===== src/rtl/aes_package.sv =====
// aes_package: shared types, round counts and key-length decode for the AES round sequencer
package aes_package;
  typedef enum logic [1:0] {IDLE, LOAD, ROUND, OUT} aes_round_state_t;
  typedef enum logic [1:0] {KEY128, KEY192, KEY256, KEY_ILLEGAL} aes_key_len_t;
  localparam logic [3:0] NR_128 = 4'd10;
  localparam logic [3:0] NR_192 = 4'd12;
  localparam logic [3:0] NR_256 = 4'd14;
  function automatic logic [3:0] nr_of(input aes_key_len_t kl);
    return kl == KEY256 ? NR_256 : kl == KEY192 ? NR_192 : NR_128;
  endfunction
endpackage


===== src/rtl/aes_round_ctrl.sv =====
// aes_round_ctrl: sequences load, Nr key-gated rounds and the ciphertext handshake of an iterative AES core
module aes_round_ctrl
  import aes_package::*;
#(
  parameter int CNT_W = 16
) (
  input  logic             clk,
  input  logic             reset_n,
  input  logic             clear,
  input  logic             start_i,
  input  logic [1:0]       key_len_i,
  input  logic             key_ready_i,
  input  logic             out_ready_i,
  output logic             ready_o,
  output logic             busy_o,
  output logic             state_load_o,
  output logic             key_load_o,
  output logic             round_en_o,
  output logic             key_step_o,
  output logic             final_round_o,
  output logic [3:0]       round_o,
  output logic             out_valid_o,
  output logic             done_o,
  output logic             err_o,
  output logic [CNT_W-1:0] blk_cnt_o
);
  aes_round_state_t state;
  aes_key_len_t     key_len;
  logic [3:0]       rnd;
  logic [3:0]       nr;
  logic             err_q;
  logic             idle;
  logic             start_ok;
  logic             last;
  assign key_len  = aes_key_len_t'(key_len_i);
  assign idle     = state == IDLE;
  assign start_ok = idle && start_i && key_len != KEY_ILLEGAL;
  assign last     = rnd == nr;
  always_ff @(posedge clk or negedge reset_n)
    if (!reset_n) state <= IDLE;
    else if (clear) state <= IDLE;
    else
      case (state)
        IDLE:    if (start_ok) state <= LOAD;
        LOAD:    state <= ROUND;
        ROUND:   if (key_ready_i && last) state <= OUT;
        default: if (out_ready_i) state <= IDLE;
      endcase
  // nr only changes on an accepted start, so mid-block key_len_i edits are invisible
  always_ff @(posedge clk or negedge reset_n)
    if (!reset_n) begin
      rnd       <= '0;
      nr        <= '0;
      err_q     <= 1'b0;
      blk_cnt_o <= '0;
    end else if (clear) begin
      rnd       <= '0;
      nr        <= '0;
      err_q     <= 1'b0;
      blk_cnt_o <= '0;
    end else begin
      err_q <= idle && start_i && key_len == KEY_ILLEGAL;
      if (start_ok) begin
        nr  <= nr_of(key_len);
        rnd <= '0;
      end else if (state == LOAD) rnd <= 4'd1;
      else if (round_en_o && !last) rnd <= rnd + 4'd1;
      else if (done_o) rnd <= '0;
      if (done_o) blk_cnt_o <= blk_cnt_o + CNT_W'(1);
    end
  always_comb begin
    ready_o       = idle;
    busy_o        = !idle;
    state_load_o  = state == LOAD;
    key_load_o    = state == LOAD;
    round_en_o    = state == ROUND && key_ready_i;
    key_step_o    = state == ROUND && key_ready_i;
    final_round_o = state == ROUND && last;
    round_o       = state == ROUND ? rnd : 4'd0;
    out_valid_o   = state == OUT;
    done_o        = state == OUT && out_ready_i;
    err_o         = err_q;
  end
endmodule


===== config.mk =====
export PLATFORM = sky130hd
export DESIGN_NAME = aes_round_ctrl
export DESIGN_NICKNAME = d
export VERILOG_FILES = /design/src/rtl/aes_package.sv /design/src/rtl/aes_round_ctrl.sv
export SDC_FILE = /design/constraint.sdc
export NUM_CORES = 1
export LEC_CHECK = 0
export BUFFER_PORTS_ARGS = -buffer_cell sky130_fd_sc_hd__buf_4
export CAP_MARGIN = 20
export CORE_UTILIZATION = 56
export CTS_CLUSTER_DIAMETER = 100
export DETAILED_ROUTE_END_ITERATION = 8
export GPL_ROUTABILITY_DRIVEN = 0
export PLACE_DENSITY = 0.9
export SYNTH_ARGS = -nofsm -noshare
export SYNTH_HDL_FRONTEND = slang
export SYNTH_SLANG_ARGS = --single-unit

===== constraint.sdc =====
create_clock -name clk -period 3.5 [get_ports clk]
set_clock_uncertainty 0.1 [all_clocks]
set_input_delay 0.7 -clock clk [delete_from_list [all_inputs] [get_ports clk]]
set_output_delay 0.7 -clock clk [all_outputs]
set_load 0.005 [all_outputs]

Word level (Yosys, flattened, before mapping). Cells that the tools add are included.

Output and inout bits: 30. Register bits: 27. Input bits: 8. Logic and storage cells: 51.

Add/sub/neg operators: 2. Reduce and logical (&&, ||, !) cells: 16. Equality and inequality tests: 10. Multiplexer cells: 18.

Operators with widths (number): 2-to-1 mux 16 bit (2); 2-to-1 mux 4 bit (8); adder 16 x 1 -> 16 bit, second input constant (1); nonzero test 5 bit (2); == test 2 bit, second input constant (4); logical AND 1 bit (8); 2-to-1 mux 2 bit (4); 2-to-1 mux 3 bit (2); case mux 2 bit (3 select lines) (1); adder 4 x 1 -> 4 bit, second input constant (1); == test 2 x 1 -> 1 bit, second input constant (2); == test 4 bit (1); nonzero test 2 bit (2); != test 3 x 2 -> 1 bit, second input constant (1); != test 3 bit, second input constant (1); AND reduction 3 bit (1); zero test 1 bit (2); zero test 2 bit (1); != test 2 bit, second input constant (1); 2-to-1 mux 1 bit (1).

Depth between registers and ports, before layout.
Depth in word-level cells: 7. Depth in mapped cells: 7. Depth with buffers taken out: 7.

Least setup slack after synthesis. Ideal clock, no wire load.

Kind: register to output. Start point: register rnd[3]. End point: output final_round_o. Required time: 2.700 ns. Cell stages (with the launch flop): 4. Arrival: 1.344 ns. Slack: 1.356 ns. Cell sequence: dfrtp_1 xor2_1 or4_2 nor2_1.

Word-level cells in the longest chain between the ends: 2.

Ends and longest elaborated chain: start, declared (RTL line aes_round_ctrl.sv:29) `logic [3:0] rnd;`; start signal, assigned (RTL line aes_round_ctrl.sv:67) `else if (round_en_o && !last) rnd <= rnd + 4'd1;`; == test 4 bit (RTL line aes_round_ctrl.sv:38) `assign last = rnd == nr;`; logical AND 1 bit (RTL line aes_round_ctrl.sv:78) `final_round_o = state == ROUND && last;`; end, declared (RTL line aes_round_ctrl.sv:20) `output logic final_round_o,`.

No other way between the ends.

Worst setup path after layout. Same ends and word-level chain as after synthesis.

==> impl_metrics.csv <==
group,metric,value,unit
run,drv_cap,0,
final_layout,n_antenna_cell,0,
worst_setup_path,critPathKind,"flop to output pin",
logic_synthesis,syn_nets,172,
clock_network,ctsHoldBuffers,0,
floorplan,die_w,53.2,microns
final_layout,final_nets,209,
logic_synthesis,ys_types,34,
global_route,grt_pass1_wl,5.35,mm
pwr,power_leakage,0.890,nW
final_layout,area_delta_synth_final,22.2,%
timing,period_minus_slack,2.70,ns
final_layout,drive_gt1_share,24.6,%
timing,period_share,77.0,%
timing,slew_violations,0,
logic_synthesis,ys_seq_area_share,44.4,%
timing,final-hold-violation-count,0,
timing,rsz0062_at_grt,"no",
outcome,outcome,"complete, no violations",
global_route,grt_pass1_vias,1215,
timing,setup_viol,0,
detailed_routing,wl_met2,1.70,mm
worst_setup_path,crit_chain,"xor2_1 -> or4_2 -> nor2_1 -> buf_4",
clock_network,clock-sinks,26,
floorplan,start_util,59.2,%
clock_network,cts_resized,0,
final_layout,finalCoreUtilization,72.3,%
global_route,antenna_found_initial,0,
timing,max_freq,0.371,GHz
logic_synthesis,synth-main-ff-cell,"dfrtp_1",
floorplan,die_area,2830,sq um
clock_network,htreeDepth,1,
detailed_routing,top_layer,"met4",
worst_setup_path,crit_arrival,1.90,ns
logic_synthesis,synth-seq-cells,26,
detailed_routing,via_count,1306,
detailed_routing,ant_nets,0,
clock_network,clockBufferDepth,2,
timing,relSlewSlack,56.6,%
logic_synthesis,yosysTopAreaCell,"dfrtp_1",
logic_synthesis,yosys_warnings,0,
floorplan,io_pins,38,
clock_network,path_clk_slew,0.14,ns
global_route,grt_max_degree,27,
clock_network,cts_buffers,3,
worst_setup_path,critPathMaxStageDelay,0.69,ns
placement,hpwl,2.44,mm
worst_setup_path,path_delay_family,"simple AND/OR/NAND/NOR gates",
logic_synthesis,synthCells,155,
pwr,max-vdd-ir-drop,0.333,mV
final_layout,fin_cells,221,
worst_setup_path,slowest_stage,"or4_2",
clock_network,clock_latency,0.31,ns
logic_synthesis,async_reset_ff_share,100,%
floorplan,num_rows,18,
logic_synthesis,synthTopCellsByCount,"dfrtp_1 (26), nor2_1 (19), xor2_1 (11)",
global_route,track_usage,26.4,%
worst_setup_path,cp-end-kind,"output pin",
worst_setup_path,crit_required,2.70,ns
worst_setup_path,rrSetupSlack,1.34,ns
placement,dp.cells,217,
logic_synthesis,synth.cell_area,1470,sq um
final_layout,nFillCells,194,
worst_setup_path,cp.buffers_inverters,1,
timing,worst_slew_pin_slew,0.645,ns
pwr,power.density,421,nW/um^2
placement,io_buffers,37,
clock_network,clockRootBuffer,"clkbuf_4",
logic_synthesis,synth_area_leaders,"dfrtp_1 (44%), ha_1 (7.7%), xor2_1 (6.6%)",
logic_synthesis,yosysMostFrequentCell,"dfrtp_1",
detailed_routing,drc,0,
detailed_routing,wl_met3,233,microns
logic_synthesis,post_synth.cell_area_avg,9.46,sq um
worst_setup_path,path_max_fanout,5,
worst_setup_path,startpoint_type,"flop",
detailed_routing,avgViaCountPerCell,5.91,
detailed_routing,wl_met1,1.29,mm
detailed_routing,wl_per_cell,14.7,microns
floorplan,die_h,53.2,microns
floorplan,core_region_area,2480,sq um
clock_network,cts_setup_buffers,0,
detailed_routing,firstDrtPassIters,4,
worst_setup_path,startpoint,"rnd[3]",
hold_path,hold_class,"input pin to async pin",
detailed_routing,drt-total-wl,3.26,mm
worst_setup_path,timing.rr.start,"state[0]",
logic_synthesis,yosys.area.top_type_share,44.4,%
logic_synthesis,synth_edf_count,0,
detailed_routing,detailedRoute.firstIterationViolations,51,
clock_network,tritoncts,"built",
timing,setup_tns,0,ns
global_route,overflow,0,
-- routing by layer --
| layer | up-vias | track usage [%] |
|---|---|---|
| met4 | 0 | 13.2 |
| met2 | 58 | 46.4 |
| met5 | - | 0 |
| met3 | 4 | 4.60 |
| li1 | 614 | - |
| met1 | 630 | 30.5 |
-- area by class of cell --
class                      instances  area, sq um  share of cell area, %
tap                               30         37.5                   2.09
clock buffer                       4         36.3                   2.03
multi-input combinational        115          756                   42.2
sequential                        26          651                   36.3
inverter                           9         33.8                   1.89
timing repair buffer              37          278                   15.5
-- cells by family after synthesis --
| group | synth area share, % |
|---|---|
| and+or+nand+nor | 24.8 |
| DFF | 44.4 |
| AOI/OAI and AO/OA | 10.5 |
| buffers and inverters | 4.10 |
| xor gates and xnor gates | 7.76 |
| adders and majority gates | 7.68 |
| muxes | 0.768 |
-- stage by stage --
stage / hold slack, ns / instance area (sq um) / total power (W) / setup WS, ns
final: 0.158 / 1790 / 0.000754 / 0.805
after global routing: 0.168 / 1790 / 0.000807 / 0.757
after detailed placement: 0.417 / 1760 / 0.000609 / 1.19
after global placement: 0.403 / 1760 / 0.000596 / 1.24
after floorplan: 0.304 / 1470 / 0.000513 / 1.36
after CTS: 0.166 / 1790 / 0.000759 / 0.816
-- final timing paths --
kind,to,cells past startpoint
max,final_round_o,4
min,state[0],1
max reg2reg,rnd[2],7
min reg2reg,nr[3],2
max in group asynchronous,blk_cnt_o[13],1
min in group clk,nr[3],2
-- cell usage in the layout, fill, tap and decap left out, types with 3 or more instances in the layout --
cell and n:
ha_1 9, nand2_1 10, xor2_1 11, nor2_1 19
nand4_1 5, a21oi_1 9, inv_1 8, and4_1 3
buf_4 37, o21ai_0 6, and2_1 4, nand3_1 8
clkbuf_4 3, or3_1 5, dfrtp_1 26
-- flip-flops by register name, summed over array words and instances, names as in the netlist --
register and cells:
blk_cnt_o 16, nr 3, state 2, rnd 4
err_o 1
-- report_power, final --
group	leakage, nW	internal, W	switching, W
logic	0.510	0.000118	0.000134
registers	0.359	0.000323	0.0000303
clock network	0.0210	0.0000635	0.0000855
(Power assumes the default switching activity.)
